`src/rtl/fp32_add_seq.sv`:
```
// fp32_add_seq: multi-cycle IEEE-754 binary32 adder, one operation in flight.
// Denormal inputs are flushed to zero, rounding truncates, and any NaN/Inf
// operand yields the canonical quiet NaN.
module fp32_add_seq (
    input  logic        clock,
    input  logic        reset,
    input  logic        io_in_valid,
    output logic        io_in_ready,
    input  logic [31:0] io_fpnumA,
    input  logic [31:0] io_fpnumB,
    output logic        io_out_valid,
    input  logic        io_out_ready,
    output logic [31:0] io_fpSum,
    output logic        io_busy
);

    typedef enum logic [2:0] {
        StIdle,
        StUnpack,
        StAlign,
        StAdd,
        StNorm,
        StDone
    } stateT;

    stateT       stateQ, stateD;
    logic [31:0] opAQ, opAD;
    logic [31:0] opBQ, opBD;
    logic [23:0] sigXQ, sigXD;
    logic [23:0] sigYQ, sigYD;
    logic [7:0]  expQ, expD;
    logic        signQ, signD;
    logic        subQ, subD;
    logic [4:0]  shiftQ, shiftD;
    logic [24:0] sumQ, sumD;
    logic [31:0] fpSumQ, fpSumD;

    // Unpacked views of the captured operands
    logic [7:0]  expA, expB, expY, expDiff;
    logic [23:0] sigA, sigB;
    logic        aGeB;

    assign expA    = opAQ[30:23];
    assign expB    = opBQ[30:23];
    assign sigA    = (expA == 8'd0) ? 24'd0 : {1'b1, opAQ[22:0]};
    assign sigB    = (expB == 8'd0) ? 24'd0 : {1'b1, opBQ[22:0]};
    // Magnitude order on {exp, mantissa}; ties keep A as the larger operand
    assign aGeB    = (opAQ[30:0] >= opBQ[30:0]);
    assign expY    = aGeB ? expB : expA;
    assign expDiff = (aGeB ? expA : expB) - expY;

    // State and datapath registers
    always_ff @(posedge clock or negedge reset) begin
        if (!reset) begin
            stateQ <= StIdle;
            opAQ   <= 32'd0;
            opBQ   <= 32'd0;
            sigXQ  <= 24'd0;
            sigYQ  <= 24'd0;
            expQ   <= 8'd0;
            signQ  <= 1'b0;
            subQ   <= 1'b0;
            shiftQ <= 5'd0;
            sumQ   <= 25'd0;
            fpSumQ <= 32'd0;
        end else begin
            stateQ <= stateD;
            opAQ   <= opAD;
            opBQ   <= opBD;
            sigXQ  <= sigXD;
            sigYQ  <= sigYD;
            expQ   <= expD;
            signQ  <= signD;
            subQ   <= subD;
            shiftQ <= shiftD;
            sumQ   <= sumD;
            fpSumQ <= fpSumD;
        end
    end

    // Next-state and datapath update for each phase of the operation
    always_comb begin
        stateD = stateQ;
        opAD   = opAQ;
        opBD   = opBQ;
        sigXD  = sigXQ;
        sigYD  = sigYQ;
        expD   = expQ;
        signD  = signQ;
        subD   = subQ;
        shiftD = shiftQ;
        sumD   = sumQ;
        fpSumD = fpSumQ;

        unique case (stateQ)
            StIdle: begin
                if (io_in_valid) begin
                    opAD   = io_fpnumA;
                    opBD   = io_fpnumB;
                    stateD = StUnpack;
                end
            end

            StUnpack: begin
                if (expA == 8'hFF || expB == 8'hFF) begin
                    fpSumD = 32'h7FC0_0000;
                    stateD = StDone;
                end else begin
                    sigXD  = aGeB ? sigA : sigB;
                    expD   = aGeB ? expA : expB;
                    signD  = aGeB ? opAQ[31] : opBQ[31];
                    subD   = opAQ[31] ^ opBQ[31];
                    // Anything shifted 24 or more places vanishes entirely
                    if (expDiff >= 8'd24) begin
                        sigYD  = 24'd0;
                        shiftD = 5'd0;
                    end else begin
                        sigYD  = aGeB ? sigB : sigA;
                        shiftD = expDiff[4:0];
                    end
                    stateD = StAlign;
                end
            end

            StAlign: begin
                if (shiftQ != 5'd0) begin
                    sigYD  = sigYQ >> 1;
                    shiftD = shiftQ - 5'd1;
                end else begin
                    stateD = StAdd;
                end
            end

            StAdd: begin
                // X >= Y in magnitude, so the difference never goes negative
                sumD   = subQ ? ({1'b0, sigXQ} - {1'b0, sigYQ})
                              : ({1'b0, sigXQ} + {1'b0, sigYQ});
                stateD = StNorm;
            end

            StNorm: begin
                if (sumQ == 25'd0) begin
                    fpSumD = 32'h0000_0000;
                    stateD = StDone;
                end else if (sumQ[24]) begin
                    if (expQ == 8'd254) begin
                        fpSumD = {signQ, 31'h7F80_0000};
                        stateD = StDone;
                    end else begin
                        sumD = sumQ >> 1;
                        expD = expQ + 8'd1;
                    end
                end else if (!sumQ[23]) begin
                    // A further left shift would reach exponent 0: flush to zero
                    if (expQ <= 8'd1) begin
                        fpSumD = {signQ, 31'd0};
                        stateD = StDone;
                    end else begin
                        sumD = sumQ << 1;
                        expD = expQ - 8'd1;
                    end
                end else begin
                    fpSumD = {signQ, expQ, sumQ[22:0]};
                    stateD = StDone;
                end
            end

            StDone: begin
                if (io_out_ready) begin
                    stateD = StIdle;
                end
            end

            default: stateD = StIdle;
        endcase
    end

    // Handshake and status outputs decoded from the state
    always_comb begin
        io_in_ready  = (stateQ == StIdle);
        io_out_valid = (stateQ == StDone);
        io_busy      = (stateQ != StIdle);
        io_fpSum     = fpSumQ;
    end

endmodule

```
`config.mk`:
```
export PLATFORM = sky130hd
export DESIGN_NAME = fp32_add_seq
export DESIGN_NICKNAME = d
export VERILOG_FILES = /design/src/rtl/fp32_add_seq.sv
export SDC_FILE = /design/constraint.sdc
export NUM_CORES = 1
export LEC_CHECK = 0
export ABC_AREA = 0
export CORE_MARGIN = 3
export CORE_UTILIZATION = 45
export CTS_CLUSTER_SIZE = 16
export DETAILED_ROUTE_END_ITERATION = 7
export PLACE_DENSITY_LB_ADDON = 0.05
export SETUP_SLACK_MARGIN = 0.15
export SYNTH_ARGS = -nofsm -noshare
export SYNTH_HDL_FRONTEND = slang
export SYNTH_SLANG_ARGS = --single-unit
```
`constraint.sdc`:
```
create_clock -name clock -period 3.42 [get_ports clock]
set_clock_uncertainty 0.05 [all_clocks]
set_input_delay 0.855 -clock clock [delete_from_list [all_inputs] [get_ports clock]]
set_output_delay 0.855 -clock clock [all_outputs]
set_load 0.05 [all_outputs]
```
# Word-level counts from Yosys, hierarchy flattened
# Index checks and enable logic that the tools add are counted.
# totals
regBits	187
inputBits	68
# classes
n_addsub	6
magnitude_cmp	3
n_eq_ne	20
mux	46
n_bitwise	2
reduce_logical	19
# ops
cell	count
24-bit two-way mux	9
32-bit two-way mux	6
25-bit two-way mux	4
8-bit two-way mux	8
32-bit one-hot mux with 2 select lines	1
25-bit one-hot mux with 2 select lines	1
24-bit one-hot mux with 2 select lines	1
31-bit >= comparator	1
3-bit two-way mux	9
24-bit by 24-bit adder with 25-bit output	1
25-bit logical NOT	1
24-bit by 24-bit subtractor with 25-bit output	1
8-bit == test (second input constant)	3
3-bit one-hot mux with 6 select lines	1
8-bit logical NOT	2
8-bit one-hot mux with 2 select lines	1
5-bit two-way mux	3
2-bit inequality test (second input constant)	6
5-bit one-hot mux with 2 select lines	1
5-bit AND reduction	2
3-bit inequality test (second input constant)	3
8-bit by 1-bit adder with 8-bit output (second input constant)	1
8-bit by 5-bit >= comparator with 1-bit output (second input constant)	1
8-bit by 1-bit <= comparator with 1-bit output (second input constant)	1
other kinds (21)	28

# Longest topological paths before layout
# logic_depth
depth_word	7
ltp_mapped	19

# Worst setup path before layout
# No wires, ideal clock.
# synth_path
path_type	register to register
startpoint	reg sigYQ[8]
endpoint	reg sumQ[24]
setup_ns	0.129
arrival_ns	3.595
required_time_ns	3.241
path_slack_ns	-0.354
stages_incl_launch_ff	14
path_buffers	0
synth_period_minus_slack_ns	3.774
path_cell_list	dfrtp_1 -> nor2_1 -> or4b_1 -> or4b_2 -> nor3b_1 -> nor2_1 -> xnor2_1 -> ha_1 -> o21ai_0 -> nor2_1 -> o221a_2 -> a41oi_1 -> mux2i_1 -> nand3_1
# synth_between
elab_chain_cells	3
elab_cells_between_ends	4
# synth_lines
element	line_no	source
start: declaration	30	logic [23:0] sigYQ, sigYD;
start signal: assignment	71	sigYQ <= sigYD;
24-bit by 24-bit adder with 25-bit output / 24-bit by 24-bit subtractor with 25-bit output (equally long branches)	137, 136	
25-bit two-way mux (*)	136	sumD = subQ ? ({1'b0, sigXQ} - {1'b0, sigYQ})
25-bit one-hot mux with 2 select lines (*)	95	unique case (stateQ)
end signal: assignment	76	sumQ <= sumD;
end: declaration	35	logic [24:0] sumQ, sumD;
# Mark *: on every way between the ends. The rest lies on a longest branch, timed or not.
# A chain may end at the register's enable or synchronous reset.

# Worst setup path after layout
# layout_path
startpoint	reg opBQ[11]
endpoint	reg shiftQ[0]
# layout_between
elab_chain_cells	7
elab_cells_between_ends	8
# layout_lines
element	line_no	source
start: declaration	28	logic [31:0] opBQ, opBD;
start signal: assignment	69	opBQ <= opBD;
31-bit >= comparator (*)	48	assign aGeB = (opAQ[30:0] >= opBQ[30:0]);
8-bit two-way mux, on equally long branches	50, 49	
8-bit subtractor (*)	50	assign expDiff = (aGeB ? expA : expB) - expY;
8-bit by 5-bit >= comparator with 1-bit output	114	if (expDiff >= 8'd24) begin
5-bit two-way mux (*)	114	
5-bit two-way mux (*)	105	if (expA == 8'hFF || expB == 8'hFF) begin
5-bit one-hot mux with 2 select lines (*)	95	
end signal: assignment	75	shiftQ <= shiftD;
end: declaration	34	logic [4:0] shiftQ, shiftD;
# Mark *: on every way between the ends. The rest lies on a longest branch, timed or not. The select of a mux whose other input is x is not followed.

==> flow_metrics.tcl <==
set metrics [dict create \
    ant_nets 0 \
    relSlewSlack_pct 46.21 \
    post-route-drc-count 0 \
    syn2layout_area_growth_pct 36.43 \
    clk_latency_ns 0.45 \
    worst_pin_slew_ns 0.8068 \
    wire_per_inst_microns 17.39 \
    core_sq_um 24460 \
    rows 57 \
    setup_viol 38 \
    die-area_sq_um 27040 \
    synthTopCellsByCount "dfrtp_1, nor2_1, o21ai_0" \
    ios 103 \
    async_flop_share_pct 100.0 \
    drt_iter0_markers 937 \
    grt_max_degree 82 \
    synthCells 1212 \
    grt_first_pass_wirelength_microns 50580 \
    clock_path_buffers 2 \
    cts.sinks 187 \
    worst_hold_path_type "in2async" \
    ys_seq_area_share_pct 41.42 \
    yosysWarnings 0 \
    antennaDiodeCount 0 \
    via_count 10181 \
    synth_top_area_share_pct 41.42 \
    path_max_fanout 7 \
    rsz0062_at_grt "true" \
    portBuffers 102 \
    slew_violations 0 \
    grt_pass1_vias 9629 \
    htreeDepth 4 \
    start_kind "register" \
    yosysUniqueCellTypes 84 \
    cts_hold_buf 0 \
    antenna_found_initial 0 \
    finalHoldViolations 0 \
    max_freq_mhz 263.5 \
    dp_slack_ns -0.2650 \
    fin_crit_sh_pct 110.9 \
    wl_microns 31520 \
    syn-cell-area_sq_um 11300 \
    start_util_pct 46.18 \
    ys_ff_latch 187 \
    status "finished with violations" \
    dpl.hpwl_microns 22370 \
    syn_nets 1343 \
    die_w_microns 164.4 \
    synth.most_common_cell "dfrtp_1" \
    gp_congestion 0.9019 \
    yosys.area.top_type "dfrtp_1" \
    drive_gt1_share_pct 27.60 \
    synthFlopType "dfrtp_1" \
    clk_pin_slew_worst_paths_ns 0.08 \
    ys_top_cells_by_area "dfrtp_1, ha_1, nor2_1" \
    synth-edff-count 0 \
    viasPerCell 5.616 \
    violations "setup timing" \
    final.min_clock_period_ns 3.794 \
    grt_usage_pct 23.31 \
    firstDrtPassIters 5 \
    cp_data_required_time_ns 3.69 \
    synth.avg_cell_area_sq_um 9.321 \
    crit_path_end_kind "register" \
    drv_cap 0 \
    cts_buffers 17 \
    path_class "reg2reg" \
    worstPathArrival_ns 4.06 \
    grt_overflow 0 \
    setup_ws_ns -0.3745 \
    cts-root-buf "clkbuf_16" \
    final_nets 1607 \
    cts_tree "done" \
    die_y_microns 164.4 \
]
==> through the flow <==
| stage | cell area [sq um] | hold WS, ns | instances | utilization [%] | TNS, ns |
|---|---|---|---|---|---|
| 6_report | 15410 | 0.3390 | 1813 | 63.00 | -8.835 |
| 5_1_grt | 15410 | 0.3729 | 1813 | 63.00 | -14.50 |
| 4_1_cts | 14860 | 0.3472 | 1790 | 60.73 | -5.017 |
| 3_5_place_dp | 13900 | 0.4207 | 1738 | 56.81 | -7.477 |
| 3_3_place_gp | 13900 | 0.4135 | 1738 | 56.81 | -5.945 |
| 2_1_floorplan | 11440 | 0.4345 | 1212 | - | -0.1504 |
==> kinds of logic after synthesis <==
logic type      count (synthesis)  share of synthesized area (%)
buf+inv                       130                          4.530
fa+ha+maj                      63                          7.044
compound gates                365                          23.28
flops                         187                          41.42
xor+xnor                       43                          3.334
simple gates                  380                          16.09
mux                            44                          4.297
==> placed cells by master (no fill, tap or decap), drive strengths merged, types with 10 or more instances in the layout <==
| master | n |
|---|---|
| mux2i | 11 |
| clkbuf | 21 |
| clkdlybuf4s50 | 101 |
| ha | 62 |
| nor2 | 150 |
| o21ai | 92 |
| a221o | 26 |
| nand3 | 17 |
| nand2 | 84 |
| nor2b | 12 |
| mux2 | 33 |
| a21oi | 80 |
| inv | 68 |
| xnor2 | 39 |
| nor4 | 10 |
| a222oi | 20 |
| dfrtp | 187 |
| or3 | 12 |
| a22o | 48 |
| and3 | 22 |
| nand4 | 16 |
| a221oi | 29 |
| nor3 | 24 |
| buf | 209 |
==> path summary, 6_finish.rpt <==
| kind | start | to | slack, ns | depth (start not counted) |
|---|---|---|---|---|
| setup / recovery | opBQ[11]$_DFFE_PN0P_ | shiftQ[0]$_DFFE_PN0P_ | -0.37 | 14 |
| hold / removal | reset | io_fpSum[28]$_DFFE_PN0P_ | 0.34 | 1 |
| setup reg to reg | opBQ[11]$_DFFE_PN0P_ | shiftQ[0]$_DFFE_PN0P_ | -0.37 | 14 |
| hold reg to reg | io_fpSum[26]$_DFFE_PN0P_ | io_fpSum[26]$_DFFE_PN0P_ | 0.43 | 2 |
| max in group asynchronous | reset | opAQ[21]$_DFFE_PN0P_ | 2.11 | 2 |
| min in group clock | io_fpSum[26]$_DFFE_PN0P_ | io_fpSum[26]$_DFFE_PN0P_ | 0.43 | 2 |
==> layer usage <==
layer	global-route usage, %	vias to the layer above	share of wire [%]
met5	0	-	0
met4	6.519	0	1.7
met3	3.436	35	4.7
met2	34.39	276	44
met1	35.64	4849	50
li1	-	5021	-
==> worst max-delay path: stages (launching register included) <==
cell       delay [ns]
dfrtp_1          0.40
inv_2            0.08
ha_4             0.20
and4_1           0.19
a2111o_1         0.50
o211ai_2         0.27
a211o_1          0.27
nand4_1          0.18
a211oi_4         0.37
a311oi_2         0.17
o21ai_2          0.24
nor3b_4          0.10
buf_12           0.15
clkbuf_16        0.16
a221o_2          0.34
==> flip-flops by register name, indices dropped and copies added (netlist names) <==
signal and cells:
sumQ 25, sigXQ 24, shiftQ 5, stateQ 3, io_fpSum 32, opBQ 32
opAQ 32, sigYQ 24, expQ 8, subQ 1, signQ 1
==> what timing repair did <==
action,in CTS,in global routing
gates resized for setup,50,61
setup buffers,20,20
gates cloned,0,3
hold endpoints to repair,0,0
endpoints found under the setup margin,45,69
pin swaps,47,72
==> area by class of cell <==
class	count	area, sq um
fillers	2056	9050
flip-flops and latches	187	4679
clock inverters	14	201.4
clock buffers	18	439.2
inverters	62	232.7
repair buffers	313	2731
multi-input cells	895	6723
well taps	324	405.4
Power is left out: the tool's default activity adds up to more than one toggle a clock period on the data nets, which glitch-free logic cannot reach.
